**src/rtl/sio_pkg.sv**
```systemverilog
// Shared constants and types for the serial I/O host: frame geometry,
// command word layout and the transmit-phase decode.
package sio_pkg;

    localparam int SIO_PERIOD    = 128;
    localparam int SIO_CMD_BITS  = 20;
    localparam int SIO_ADC_BYTES = 24;
    localparam int SIO_RD_BYTES  = 2;
    localparam int SIO_ADDR_W    = 4;
    localparam int SIO_DATA_W    = 16;

    localparam logic [SIO_ADDR_W-1:0] SIO_NOP_ADDR = 4'hF;

    typedef struct packed {
        logic [SIO_ADDR_W-1:0] addr;
        logic [SIO_DATA_W-1:0] wdata;
    } cmd_t;

    localparam cmd_t SIO_NOP_CMD = cmd_t'({SIO_NOP_ADDR, 16'h0000});

    typedef enum logic [2:0] {
        PH_OFF,
        PH_START,
        PH_CMD,
        PH_TURN,
        PH_GUARD
    } phase_e;

endpackage

```
**src/rtl/sio_host_if.sv**
```systemverilog
// Command channel into the serial I/O host: valid/ready handshake carrying
// a register address and write data.
interface sio_host_if;
    import sio_pkg::*;

    logic                  cmd_valid;
    logic                  cmd_ready;
    logic [SIO_ADDR_W-1:0] cmd_addr;
    logic [SIO_DATA_W-1:0] cmd_wdata;

    modport master (output cmd_valid, output cmd_addr, output cmd_wdata, input cmd_ready);
    modport slave  (input cmd_valid, input cmd_addr, input cmd_wdata, output cmd_ready);
endinterface

```
**src/rtl/sio_rx_deser.sv**
```systemverilog
// Receive deserialiser: packs sampled DDR pairs MSB first into bytes, strobes
// the ADC bytes and assembles the trailing two bytes into the readback word.
module sio_rx_deser
    import sio_pkg::*;
(
    input  logic                  clock,
    input  logic                  reset_n,
    input  logic                  frame_start,
    input  logic                  sample_en,
    input  logic [1:0]            sdi,
    input  logic [SIO_ADDR_W-1:0] frame_addr,
    output logic [7:0]            adc_data,
    output logic [4:0]            adc_index,
    output logic                  adc_valid,
    output logic [15:0]           rdata,
    output logic [SIO_ADDR_W-1:0] rdata_addr,
    output logic                  rdata_valid
);

    localparam logic [4:0] IDX_RD_HI = 5'(SIO_ADC_BYTES);
    localparam logic [4:0] IDX_RD_LO = 5'(SIO_ADC_BYTES + SIO_RD_BYTES - 1);

    logic [6:0]            pair_cnt_reg;
    logic [5:0]            shift_reg;
    logic [7:0]            rd_hi_reg;
    logic [7:0]            adc_data_reg;
    logic [4:0]            adc_index_reg;
    logic                  adc_valid_reg;
    logic [15:0]           rdata_reg;
    logic [SIO_ADDR_W-1:0] rdata_addr_reg;
    logic                  rdata_valid_reg;

    logic [6:0] pair_idx;
    logic [7:0] byte_next;
    logic [4:0] byte_idx;

    // A sample in the frame-start cycle itself counts as pair 0.
    always_comb begin
        pair_idx  = frame_start ? 7'd0 : pair_cnt_reg;
        byte_next = {shift_reg, sdi};
        byte_idx  = pair_idx[6:2];
    end

    always_ff @(posedge clock or negedge reset_n) begin
        if (!reset_n) begin
            pair_cnt_reg    <= '0;
            shift_reg       <= '0;
            rd_hi_reg       <= '0;
            adc_data_reg    <= '0;
            adc_index_reg   <= '0;
            adc_valid_reg   <= 1'b0;
            rdata_reg       <= '0;
            rdata_addr_reg  <= '0;
            rdata_valid_reg <= 1'b0;
        end else begin
            adc_valid_reg   <= 1'b0;
            rdata_valid_reg <= 1'b0;
            if (sample_en) begin
                shift_reg    <= byte_next[5:0];
                pair_cnt_reg <= pair_idx + 7'd1;
                if (pair_idx[1:0] == 2'd3) begin
                    if (byte_idx < IDX_RD_HI) begin
                        adc_data_reg  <= byte_next;
                        adc_index_reg <= byte_idx;
                        adc_valid_reg <= 1'b1;
                    end else if (byte_idx == IDX_RD_HI) begin
                        rd_hi_reg <= byte_next;
                    end else if (byte_idx == IDX_RD_LO) begin
                        rdata_reg       <= {rd_hi_reg, byte_next};
                        rdata_addr_reg  <= frame_addr;
                        rdata_valid_reg <= 1'b1;
                    end
                end
            end else if (frame_start) begin
                pair_cnt_reg <= '0;
            end
        end
    end

    assign adc_data    = adc_data_reg;
    assign adc_index   = adc_index_reg;
    assign adc_valid   = adc_valid_reg;
    assign rdata       = rdata_reg;
    assign rdata_addr  = rdata_addr_reg;
    assign rdata_valid = rdata_valid_reg;

endmodule

```
**src/rtl/sio_host.sv**
```systemverilog
// Serial I/O host: frames a 20-bit command out over a DDR pad pair, then
// turns the line around to receive 24 ADC bytes plus a readback word.
// Optional trailing guard-window check enabled by macro SIO_HOST_GUARD_EN.
module sio_host
    import sio_pkg::*;
#(
    parameter int PERIOD   = SIO_PERIOD,
    parameter int RX_DELAY = 15
) (
    input  logic                  clock,
    input  logic                  reset_n,
    sio_host_if.slave             cmd,
    output logic [1:0]            sdo,
    output logic                  sdo_oe,
    input  logic [1:0]            sdi,
    output logic [7:0]            adc_data,
    output logic [4:0]            adc_index,
    output logic                  adc_valid,
    output logic [15:0]           rdata,
    output logic [SIO_ADDR_W-1:0] rdata_addr,
    output logic                  rdata_valid,
    output logic                  link_error
);

    localparam int CW = $clog2(PERIOD);
    localparam logic [CW-1:0] CNT_LAST  = CW'(PERIOD - 1);
    localparam logic [CW-1:0] TX_LAST   = CW'(SIO_CMD_BITS / 2);
    localparam logic [CW-1:0] RX_FIRST  = CW'(RX_DELAY);
    localparam logic [CW-1:0] RX_LAST   = CW'(RX_DELAY + 103);
    localparam logic [CW-1:0] TURN_LAST = CW'(RX_DELAY + 105);

    logic                    run_reg;
    logic [CW-1:0]           count_reg;
    logic                    hold_valid_reg;
    cmd_t                    hold_reg;
    logic [SIO_CMD_BITS-1:0] tx_shift_reg;
    logic [SIO_ADDR_W-1:0]   tx_addr_reg;

    phase_e phase;
    cmd_t   tx_load;
    logic   accept;
    logic   frame_start;
    logic   sample_en;

    assign cmd.cmd_ready = run_reg && !hold_valid_reg;
    assign accept        = cmd.cmd_valid && cmd.cmd_ready;
    assign frame_start   = run_reg && (count_reg == '0);
    assign sample_en     = run_reg && (count_reg >= RX_FIRST) && (count_reg <= RX_LAST);
    assign tx_load       = hold_valid_reg ? hold_reg : SIO_NOP_CMD;

    always_comb begin
        phase = PH_GUARD;
        if (!run_reg)                   phase = PH_OFF;
        else if (count_reg == '0)       phase = PH_START;
        else if (count_reg <= TX_LAST)  phase = PH_CMD;
        else if (count_reg <= TURN_LAST) phase = PH_TURN;
    end

    // Idle and turnaround park the pad at 2'b11; the target drives during TURN.
    always_comb begin
        sdo    = 2'b11;
        sdo_oe = 1'b0;
        case (phase)
            PH_START: begin
                sdo    = 2'b01;
                sdo_oe = 1'b1;
            end
            PH_CMD: begin
                sdo    = tx_shift_reg[SIO_CMD_BITS-1 -: 2];
                sdo_oe = 1'b1;
            end
            PH_GUARD: sdo_oe = 1'b1;
            default: ;
        endcase
    end

    always_ff @(posedge clock or negedge reset_n) begin
        if (!reset_n) begin
            run_reg        <= 1'b0;
            count_reg      <= '0;
            hold_valid_reg <= 1'b0;
            hold_reg       <= '0;
            tx_shift_reg   <= '0;
            tx_addr_reg    <= '0;
        end else begin
            run_reg <= 1'b1;
            if (run_reg) begin
                count_reg <= (count_reg == CNT_LAST) ? '0 : count_reg + 1'b1;
            end
            if (frame_start) begin
                tx_shift_reg <= tx_load;
                tx_addr_reg  <= tx_load.addr;
            end else if (phase == PH_CMD) begin
                tx_shift_reg <= {tx_shift_reg[SIO_CMD_BITS-3:0], 2'b00};
            end
            // An accept in the frame-start cycle lands after the load and waits a frame.
            if (accept) begin
                hold_reg       <= '{addr: cmd.cmd_addr, wdata: cmd.cmd_wdata};
                hold_valid_reg <= 1'b1;
            end else if (frame_start) begin
                hold_valid_reg <= 1'b0;
            end
        end
    end

    sio_rx_deser u_rx (
        .clock       (clock),
        .reset_n     (reset_n),
        .frame_start (frame_start),
        .sample_en   (sample_en),
        .sdi         (sdi),
        .frame_addr  (tx_addr_reg),
        .adc_data    (adc_data),
        .adc_index   (adc_index),
        .adc_valid   (adc_valid),
        .rdata       (rdata),
        .rdata_addr  (rdata_addr),
        .rdata_valid (rdata_valid)
    );

`ifdef SIO_HOST_GUARD_EN
    logic link_error_reg;

    always_ff @(posedge clock or negedge reset_n) begin
        if (!reset_n) begin
            link_error_reg <= 1'b0;
        end else if (phase == PH_GUARD && sdi != 2'b11) begin
            link_error_reg <= 1'b1;
        end
    end

    assign link_error = link_error_reg;
`else
    assign link_error = 1'b0;
`endif

endmodule

```
**src/flat_wrapper.sv**
```systemverilog
// flat-port wrapper written by rule: the top's interface ports become plain ports
module sio_host_flat import sio_pkg::*;
#(
    parameter int PERIOD   = SIO_PERIOD,
    parameter int RX_DELAY = 15
)
  (clock, reset_n, sdo, sdo_oe, sdi, adc_data, adc_index, adc_valid, rdata, rdata_addr, rdata_valid, link_error, cmd_cmd_valid, cmd_cmd_addr, cmd_cmd_wdata, cmd_cmd_ready);
  sio_host_if cmd_i ();
  input  logic clock;
  input  logic reset_n;
  output logic [1:0] sdo;
  output logic sdo_oe;
  input  logic [1:0] sdi;
  output logic [7:0] adc_data;
  output logic [4:0] adc_index;
  output logic adc_valid;
  output logic [15:0] rdata;
  output logic [SIO_ADDR_W-1:0] rdata_addr;
  output logic rdata_valid;
  output logic link_error;
  input wire logic [$bits(cmd_i.cmd_valid)-1:0] cmd_cmd_valid;
  input wire logic [$bits(cmd_i.cmd_addr)-1:0] cmd_cmd_addr;
  input wire logic [$bits(cmd_i.cmd_wdata)-1:0] cmd_cmd_wdata;
  output wire logic [$bits(cmd_i.cmd_ready)-1:0] cmd_cmd_ready;
  assign cmd_i.cmd_valid = cmd_cmd_valid;
  assign cmd_i.cmd_addr = cmd_cmd_addr;
  assign cmd_i.cmd_wdata = cmd_cmd_wdata;
  assign cmd_cmd_ready = cmd_i.cmd_ready;
  sio_host #(.PERIOD(PERIOD), .RX_DELAY(RX_DELAY)) u_core (.clock(clock), .reset_n(reset_n), .cmd(cmd_i), .sdo(sdo), .sdo_oe(sdo_oe), .sdi(sdi), .adc_data(adc_data), .adc_index(adc_index), .adc_valid(adc_valid), .rdata(rdata), .rdata_addr(rdata_addr), .rdata_valid(rdata_valid), .link_error(link_error));
endmodule
```
**config.mk**
```make
export PLATFORM = sky130hd
export DESIGN_NAME = sio_host_flat
export DESIGN_NICKNAME = d
export VERILOG_FILES = /design/src/rtl/sio_pkg.sv /design/src/rtl/sio_host_if.sv /design/src/rtl/sio_rx_deser.sv /design/src/rtl/sio_host.sv /design/src/flat_wrapper.sv
export SDC_FILE = /design/constraint.sdc
export NUM_CORES = 1
export LEC_CHECK = 0
export ABC_AREA = 1
export BUFFER_PORTS_ARGS = -buffer_cell sky130_fd_sc_hd__clkbuf_2
export CORE_ASPECT_RATIO = 0.8
export CORE_UTILIZATION = 55
export CTS_BUF_LIST = sky130_fd_sc_hd__clkbuf_8
export CTS_CLUSTER_DIAMETER = 80
export CTS_CLUSTER_SIZE = 25
export DETAILED_ROUTE_END_ITERATION = 7
export PLACE_DENSITY = 0.77
export SLEW_MARGIN = 40
export SYNTH_ARGS = -nofsm -noshare
export SYNTH_HDL_FRONTEND = slang
export SYNTH_SLANG_ARGS = --single-unit
```
**constraint.sdc**
```tcl
create_clock -name clock -period 2.5 [get_ports clock]
set_input_delay 0.5 -clock clock [delete_from_list [all_inputs] [get_ports clock]]
set_output_delay 0.5 -clock clock [all_outputs]
set_load 0.02 [all_outputs]
```
# ---- Word-level counts from Yosys, hierarchy flattened
# Cells that the tools add are included.
dict set report totals {
  input_bits 25
  elab_cells 67
  regBits 109
  output_inout_bits 40
}
dict set report op_classes {
  order_cmp 5
  reduce_logical 13
  addsub 2
  n_bitwise 2
  n_mux 22
  n_eq_ne 7
}
# operator count
set ops {}
lappend ops {{two-way mux 20 bit} 3}
lappend ops {{two-way mux 7 bit} 3}
lappend ops {{adder 7 x 1 -> 7 bit, second input constant} 2}
lappend ops {{less-or-equal comparator 7 bit, second input constant} 2}
lappend ops {{two-way mux 3 bit} 4}
lappend ops {{two-way mux 1 bit} 11}
lappend ops {{== test 5 bit, second input constant} 2}
lappend ops {{== test 7 bit, second input constant} 1}
lappend ops {{>= comparator 7 x 4 -> 1 bit, second input constant} 1}
lappend ops {{less-or-equal comparator 7 x 4 -> 1 bit, second input constant} 1}
lappend ops {{logical NOT 7 bit} 1}
lappend ops {{logical AND 1 bit} 5}
lappend ops {{less-than comparator 5 bit, second input constant} 1}
lappend ops {{AND reduction 5 bit} 1}
lappend ops {{case mux 2 bit (2 select lines)} 1}
lappend ops {{AND reduction 4 bit} 1}
lappend ops {{nonzero test 2 bit} 2}
lappend ops {{== test 3 x 1 -> 1 bit, second input constant} 1}
lappend ops {{== test 3 x 2 -> 1 bit, second input constant} 1}
lappend ops {{== test 3 bit, second input constant} 1}
lappend ops {{AND reduction 3 bit} 1}
lappend ops {{OR reduction 3 bit} 1}
lappend ops {{== test 2 bit, second input constant} 1}
lappend ops {{inverter 1 bit} 2}
lappend ops {{logical NOT 1 bit} 1}

# ---- Longest topological paths before layout
# Gate-level depths: netlist (run 1).
dict set report depth {
  word_depth 9
  depth_mapped 15
  mapped_depth_nobuf 14
}

# ---- Hierarchy
# From an unflattened synthesis (run 1), not the netlist that was laid out.
dict set report unflattened {
  hier_cells 560
  hier_area_um2 5003.5
}
# module instances area_per_inst_um2 cells_per_inst seq_area_each_um2
set by_module_without_submodules {}
lappend by_module_without_submodules {sio_host 1 2767.7 329 1326.3}
lappend by_module_without_submodules {sio_rx_deser 1 2235.9 231 1401.3}

# ---- Worst setup path after synthesis (run 1)
# No wires, ideal clock.
dict set report synth_path {
  path_kind {reg-to-reg}
  start {reg u_core.count_reg[0]}
  end {reg u_core.u_rx.rdata_reg[10] (netlist: u_core.u_rx.rdata[10])}
  required_ps 2383
  arrival_ps 2062
  period_less_slack_ps 2179
  slack_ps 321
  n_path_buf 2
  path_stages_with_launch 16
  setup_time_ps 117
  cell_sequence {dfrtp_1 inv_2 ha_1 nand3_2 nor2_8 nand2_8 buf_6 inv_4 nor2_1 ha_1 nand3_4 a21oi_4 nand2_4 buf_6 nand2_1 nand2_1}
}
dict set report synth_between {
  elab_chain_cells 6
  elab_cells_between_ends 14
  classes_between {order compare (3); eq/ne (3); mux (1); bitwise (2); reduce/logical (5)}
}
# item line
set synth_lines {}
lappend synth_lines {{from (decl)} sio_host.sv:33} ;# logic [CW-1:0] count_reg;
lappend synth_lines {{from (signal assigned)} sio_host.sv:88} ;# count_reg <= (count_reg == CNT_LAST) ? '0 : count_reg + 1'b1;
lappend synth_lines {{logical NOT 7 bit} sio_host.sv:47} ;# assign frame_start = run_reg && (count_reg == '0);
lappend synth_lines {{logical AND 1 bit} sio_host.sv:47}
lappend synth_lines {{two-way mux 7 bit} sio_rx_deser.sv:39} ;# pair_idx = frame_start ? 7'd0 : pair_cnt_reg;
lappend synth_lines {{less-than comparator 5 bit / == test 5 bit (equally long branches)} {sio_rx_deser.sv:62, sio_rx_deser.sv:66}}
lappend synth_lines {{inverter 1 bit (no source line)} --}
lappend synth_lines {{AND reduction 5 bit (no source line) *} --}
lappend synth_lines {{to (signal assigned)} sio_rx_deser.sv:69} ;# rdata_reg <= {rd_hi_reg, byte_next};
lappend synth_lines {{to (decl)} sio_rx_deser.sv:29} ;# logic [15:0] rdata_reg;
# Mark *: on every way between the ends. The rest lies on a longest branch, timed or not.
# A chain may end at the register's enable or synchronous reset.

# ---- Worst setup path after layout (run 1)
dict set report layout_path {
  start {reg u_core.count_reg[0]}
  end {out sdo[0]}
}
dict set report layout_between {
  elab_chain_cells 7
  elab_cells_between_ends 10
  classes_between {order compare (2); eq/ne (2); mux (5); reduce/logical (1)}
}
# item line
set layout_lines {}
lappend layout_lines {{less-or-equal comparator 7 bit} sio_host.sv:56} ;# else if (count_reg <= TURN_LAST) phase = PH_TURN;
lappend layout_lines {{two-way mux 3 bit} sio_host.sv:56}
lappend layout_lines {{two-way mux 3 bit} sio_host.sv:55} ;# else if (count_reg <= TX_LAST) phase = PH_CMD;
lappend layout_lines {{two-way mux 3 bit *} sio_host.sv:54} ;# else if (count_reg == '0) phase = PH_START;
lappend layout_lines {{two-way mux 3 bit *} sio_host.sv:53} ;# if (!run_reg) phase = PH_OFF;
lappend layout_lines {{== test 3 x 2 -> 1 bit / == test 3 x 1 -> 1 bit (equally long branches)} sio_host.sv:63} ;# case (phase)
lappend layout_lines {{case mux 2 bit (2 select lines) *} sio_host.sv:63}
lappend layout_lines {{to (decl)} flat_wrapper.sv:11} ;# output logic [1:0] sdo;
# Marked as above.

==> impl_metrics.env, run 1 <==
export IMPL_viasPerCell=5.234
export IMPL_clock_sinks=109
export IMPL_num_io_pins=65
export IMPL_routedWlPerCell_um=13.78
export IMPL_synth_edf_count=0
export IMPL_hold_violations=0
export IMPL_n_antenna_cell=0
export IMPL_htree_levels=3
export IMPL_power_total_mw=5.538
export IMPL_root_buffer="clkbuf_8"
export IMPL_port_buffers=63
export IMPL_wl_um=9247
export IMPL_syn_area_per_cell_sq_um=10.11
export IMPL_finalCritPeriodShare_pct=96.59
export IMPL_setup_ws_ns=0.08531
export IMPL_max_freq_ghz=0.4141
export IMPL_clkLatencyLatePin_ns=0.36
export IMPL_synthCells=483
export IMPL_syn_to_final_growth_pct=14.29
export IMPL_drt_iter0_drc=173
export IMPL_dr_wl_met3_um=362
export IMPL_grt_pass1_wl_um=16050
export IMPL_synth_seq_area_share_pct=55.84
export IMPL_cts_made_buffers=9
export IMPL_synth_seq_cells=109
export IMPL_required_ns=2.00
export IMPL_synth_cell_types=34
export IMPL_overflow=0
export IMPL_irDropWorstVdd_uv=537.1
export IMPL_hp_class="input pin to async pin"
export IMPL_synth_nets=512
export IMPL_top_layer_used="met4"
export IMPL_die_area_sq_um=9265
export IMPL_regToRegStartpoint="u_core.count_reg[0]"
export IMPL_grt_pass1_vias=3428
export IMPL_setup_violations_final=0
export IMPL_status="complete, no violations"
export IMPL_place_worst_setup_slack_ns=0.1037
export IMPL_yosysWarnings=0
export IMPL_tightest_slew_ns=0.5702
export IMPL_start_util_pct=57.08
export IMPL_clk_pin_slew_ns=0.10
export IMPL_cap_violations=0
export IMPL_fin_area_sq_um=5583
export IMPL_finalClockSkew_ns=0.007671
export IMPL_ys_flop_type="dfrtp_1"
export IMPL_crit_start="u_core.count_reg[0]"
export IMPL_start_kind="flip-flop"
export IMPL_ant_nets=0
export IMPL_dpl_cell_area_sq_um=5241
export IMPL_p_leak_nw=2.862
export IMPL_slew_headroom_pct=61.99
export IMPL_fin_hold_ws_ns=0.1247
export IMPL_grt_max_degree=66
export IMPL_rows=30
export IMPL_fin_crit_ns=2.415
export IMPL_routedLengthMet1_um=4349
export IMPL_dp_final_hpwl_um=6442
export IMPL_grt_usage_pct=22.10
export IMPL_final_instance_count_excl_fill=671
export IMPL_gp_congestion=0.7804
export IMPL_synth_area_sq_um=4885
export IMPL_critical_path_class="flip-flop to output port"
export IMPL_wl_met2_um=4404
export IMPL_nets=583
export IMPL_first_pass_iters=4
export IMPL_cts_tree="yes"
export IMPL_cp_max_fo=5
export IMPL_cp_end_kind="output port"
export IMPL_worst_ep_arrival_time_ns=1.91
export IMPL_slew_violations=0
export IMPL_vias=3512
export IMPL_antenna_found_initial=0
export IMPL_fp_coreArea_sq_um=8558
export IMPL_cts_buffer_depth=2
export IMPL_drc=0
export IMPL_dieHeight_um=86.29
export IMPL_async_flop_share_pct=100.0
export IMPL_die_w_um=107.4
export IMPL_drive_gt1_share_pct=28.98
export IMPL_power_density_nw_per_um2=992.1
export IMPL_placedCellCount=644
[worst max-delay path, cell delays in order, from the launching register on]
cell and delay (ns):
dfrtp_1 0.41, inv_2 0.09, ha_1 0.15, nand2_1 0.06
nand3_1 0.08, nand2_1 0.11, nor3_4 0.25, buf_4 0.18
nand2_1 0.08, clkbuf_2 0.16
[power by group]
group | internal, mW | switching [mW] | total, mW
registers | 2.27 | 0.327 | 2.60
logic | 0.714 | 1.11 | 1.82
clock network | 0.510 | 0.610 | 1.12
total | 3.49 | 2.05 | 5.54
[layout by cell type, fill, tap and decap left out, types with 3 or more instances in the layout]
cell type | Yosys | layout
nor2_1 | 19 | 19
mux2_2 | 21 | 21
ha_1 | 4 | 4
nor2_4 | 4 | 4
buf_4 | 7 | 19
nand2_1 | 116 | 115
dfrtp_1 | 109 | 109
clkbuf_8 | 0 | 10
nand2_2 | 4 | 5
clkbuf_2 | 0 | 61
o21ai_1 | 14 | 14
o211ai_1 | 3 | 3
o21ai_2 | 8 | 8
xor2_1 | 5 | 5
o21ai_0 | 19 | 19
inv_2 | 4 | 4
inv_1 | 29 | 29
nand3_1 | 73 | 73
nand2_4 | 5 | 5
[cells by family after synthesis]
group           after synthesis  share of synthesized area [%]
other cells                   2                         0.1537
simple gates                234                          24.21
fa+ha+maj                     4                          1.025
buf+inv                      58                          6.532
flops                       109                          55.84
mux                          21                          4.841
compound gates               48                          6.148
xor+xnor                      7                          1.255
[metrics by stage]
step                util, %  TNS (ns)
floorplan                 -         0
global placement      61.24         0
detailed placement    61.24         0
CTS                   64.80         0
global route          65.23  -0.03165
finish                65.23         0
[per-layer routing]
metal,vias up,track usage (%)
met5,-,0
met1,1705,30.67
met4,0,7.098
met2,79,35.60
li1,1715,-
met3,13,4.135
[cells in the mapped netlist (7+ instances only)]
library cell	instances	area [sq um]
nand2_1	116	435.4
dfrtp_1	109	2728
nand3_1	73	365.4
inv_1	29	108.9
mux2_2	21	236.5
nor2_1	19	71.32
o21ai_0	19	95.09
o21ai_1	14	70.07
buf_6	9	101.4
o21ai_2	8	70.07
buf_4	7	52.55
[worst paths after layout]
check / endpoint / depth (start not counted) / slack [ns]
max reg2reg: u_core.u_rx.rdata[10] / 14 / 0.18
max: sdo[0] / 9 / 0.09
min reg2reg: u_core.u_rx.rdata[3] / 2 / 0.48
min in group clock: u_core.hold_reg[14] / 2 / 0.36
min: u_core.u_rx.adc_valid / 1 / 0.12
max in group asynchronous: u_core.hold_reg[18] / 2 / 1.64
[repair_timing]
action / 4_1_cts / 5_1_grt
pin swaps: 1 / 3
resized for setup: 4 / 1
cloned: 1 / 0
setup endpoints to repair: 1 / 21
hold buffers: 0 / 0
setup buffers: 5 / 5
[final cells by class]
type                    instances  area, sq um
clock buffers                  10        137.6
clock inverters                 6        81.33
fillers                       682         2975
inverters                      34        130.1
multi-input cells             316         1841
flip-flops and latches        109         2728
well taps                     112        140.1
repair buffers                 84        525.5
Note: power is estimated with default switching activity, not from simulation.
==> run 2: changes to the inputs <==
--- a/config.mk
+++ b/config.mk
@@ -7,13 +7,16 @@
 export LEC_CHECK = 0
 export ABC_AREA = 1
 export BUFFER_PORTS_ARGS = -buffer_cell sky130_fd_sc_hd__clkbuf_2
+export CELL_PAD_IN_SITES_DETAIL_PLACEMENT = 1
+export CELL_PAD_IN_SITES_GLOBAL_PLACEMENT = 1
 export CORE_ASPECT_RATIO = 0.8
-export CORE_UTILIZATION = 55
+export CORE_UTILIZATION = 46
 export CTS_BUF_LIST = sky130_fd_sc_hd__clkbuf_8
 export CTS_CLUSTER_DIAMETER = 80
 export CTS_CLUSTER_SIZE = 25
 export DETAILED_ROUTE_END_ITERATION = 7
-export PLACE_DENSITY = 0.77
+export GPL_ROUTABILITY_DRIVEN = 0
+export PLACE_DENSITY_LB_ADDON = 0.1
 export SLEW_MARGIN = 40
 export SYNTH_ARGS = -nofsm -noshare
 export SYNTH_HDL_FRONTEND = slang
==> run 2 against run 1 <==
Against the previous run: via count rose by 0.63%; highest routed layer unchanged; design area up 0.54%; maximum frequency up 1.5%; first-iteration DRC count increased by 9.8%.
==> impl_metrics.env, run 2 (synthesis gave the netlist of run 1 again) <==
export IMPL_status="complete, no violations"
export IMPL_routedWlPerCell_um=15.31
export IMPL_hold_violations=0
export IMPL_wl_um=10660
export IMPL_irDropWorstVdd_uv=435.7
export IMPL_p_leak_nw=2.821
export IMPL_fin_hold_ws_ns=0.02864
export IMPL_clock_sinks=109
export IMPL_fin_util_pct=54.59
export IMPL_p_int_mw=3.525
export IMPL_drc=0
export IMPL_clkLatencyLatePin_ns=0.38
export IMPL_die_area_sq_um=11040
export IMPL_final_cell_mix="112 x nand2_1, 106 x dfrtp_1, 72 x nand3_1"
export IMPL_vias=3534
export IMPL_grt_usage_pct=21.50
export IMPL_pwr_share_clk_pct=19.7
export IMPL_cp_max_fo=5
export IMPL_cts_tree="yes"
export IMPL_die_w_um=117.2
export IMPL_antenna_found_initial=0
export IMPL_viasPerCell=5.078
export IMPL_drt_iter0_drc=190
export IMPL_worst_ep_arrival_time_ns=1.88
export IMPL_fin_area_sq_um=5613
export IMPL_power_share_sequential_pct=46.4
export IMPL_drive_gt1_share_pct=30.40
export IMPL_start_util_pct=47.51
export IMPL_root_buffer="clkbuf_8"
export IMPL_htree_levels=3
export IMPL_n_antenna_cell=0
export IMPL_port_buffers=63
export IMPL_nets=581
export IMPL_cap_violations=0
export IMPL_multi_input_area_sq_um=1886
export IMPL_finalCritPeriodShare_pct=95.13
export IMPL_finalClockSkew_ns=0.009249
export IMPL_slew_violations=0
export IMPL_critical_path_class="flip-flop to output port"
export IMPL_mostFrequentLayoutCell="nand2_1"
export IMPL_fp_coreArea_sq_um=10280
export IMPL_ant_nets=0
export IMPL_first_pass_iters=4
export IMPL_rows=33
export IMPL_dpl_cell_area_sq_um=5306
export IMPL_swShare_pct=37.52
export IMPL_cts_made_buffers=9
export IMPL_grt_pass1_wl_um=17910
export IMPL_num_io_pins=65
export IMPL_required_ns=2.00
export IMPL_start_kind="flip-flop"
export IMPL_hp_class="input pin to async pin"
export IMPL_overflow=0
export IMPL_switching_power_mw=2.116
export IMPL_grt_max_degree=53
export IMPL_grt_pass1_vias=3650
export IMPL_fin_crit_ns=2.378
export IMPL_final_seq_area_sq_um=2731
export IMPL_setup_violations_final=0
export IMPL_dp_final_hpwl_um=7696
export IMPL_cts_buffer_depth=2
export IMPL_clk_pin_slew_ns=0.10
export IMPL_setup_ws_ns=0.1218
export IMPL_place_worst_setup_slack_ns=0.1959
export IMPL_cp_end_kind="output port"
export IMPL_postCtsHoldBufs=0
export IMPL_dieHeight_um=94.17
export IMPL_syn_to_final_growth_pct=14.91
export IMPL_power_frac_comb_pct=33.9
export IMPL_power_density_nw_per_um2=1005
export IMPL_max_freq_ghz=0.4205
export IMPL_n_fill_cell=1175
==> run 2: cell count changes in the layout (fill, tap and decap cells not counted), moves of 3 or more <==
cell,previous run,this run
dfrtp_2,0,3
nand2_2,5,8
nand2_1,115,112
dfrtp_1,109,106
==> run 2: final cells by class <==
cell class	count	share of cell area [%]
flip-flops and latches	109	48.66
inverters	34	2.318
multi-input cells	316	33.59
well taps	140	3.121
clock buffers	11	2.697
clock inverters	4	1.003
repair buffers	82	8.605
==> run 2: per-stage QoR <==
step                      setup TNS, ns  instances  power (mW)
after floorplan                       0        483       3.914
after global placement                0        676       4.363
after detailed placement              0        676       4.466
after CTS                             0        695       5.650
after global routing          -0.001489        696       6.054
final                                 0        696       5.641
==> run 2: metal layers <==
layer | wire length [um] | vias to the layer above | share of wire, % | global-route usage, %
met5 | 0 | - | 0 | 0
met4 | 106 | 0 | 0.99 | 6.118
met3 | 353 | 7 | 3.3 | 5.613
met2 | 5147 | 56 | 48 | 33.68
met1 | 5050 | 1766 | 47 | 29.26
li1 | - | 1705 | - | -
==> run 2: worst paths after layout <==
kind / cells after the start / endpoint / slack, ns / from
max: 10 / sdo[1] / 0.12 / u_core.count_reg[0]
min in group clock: 2 / u_core.hold_reg[7] / 0.34 / cmd_cmd_wdata[7]
min reg2reg: 2 / u_core.u_rx.rdata[9] / 0.48 / u_core.u_rx.rdata[9]
max reg2reg: 13 / u_core.u_rx.rdata[6] / 0.33 / u_core.count_reg[1]
max in group asynchronous: 2 / u_core.tx_addr_reg[3] / 1.73 / reset_n
min: 1 / u_core.count_reg[2] / 0.03 / reset_n
==> run 2: power by group through the flow <==
stage          Sequential [mW]  Clock (mW)  Combinational (mW)
2_1_floorplan             2.62           0                1.29
3_3_place_gp              2.62           0                1.74
3_5_place_dp              2.65           0                1.82
4_1_cts                   2.61        1.16                1.88
5_1_grt                   2.68        1.23                2.14
6_report                  2.62        1.11                1.91
==> run 2: worst max-delay path, cell delays in order, from the launching register on <==
cell     delay, ns
dfrtp_1       0.41
inv_2         0.13
ha_4          0.15
nand2_2       0.05
nand3_2       0.06
nand2_2       0.07
nor3_4        0.24
inv_1         0.09
nand2_2       0.10
nand2_2       0.08
buf_6         0.13
==> run 2: repair_timing <==
action | 4_1_cts | 5_1_grt
gates resized for setup | 2 | 16
setup buffers | 4 | 1
pin swaps | 2 | 6
endpoints found under the setup margin | 1 | 2
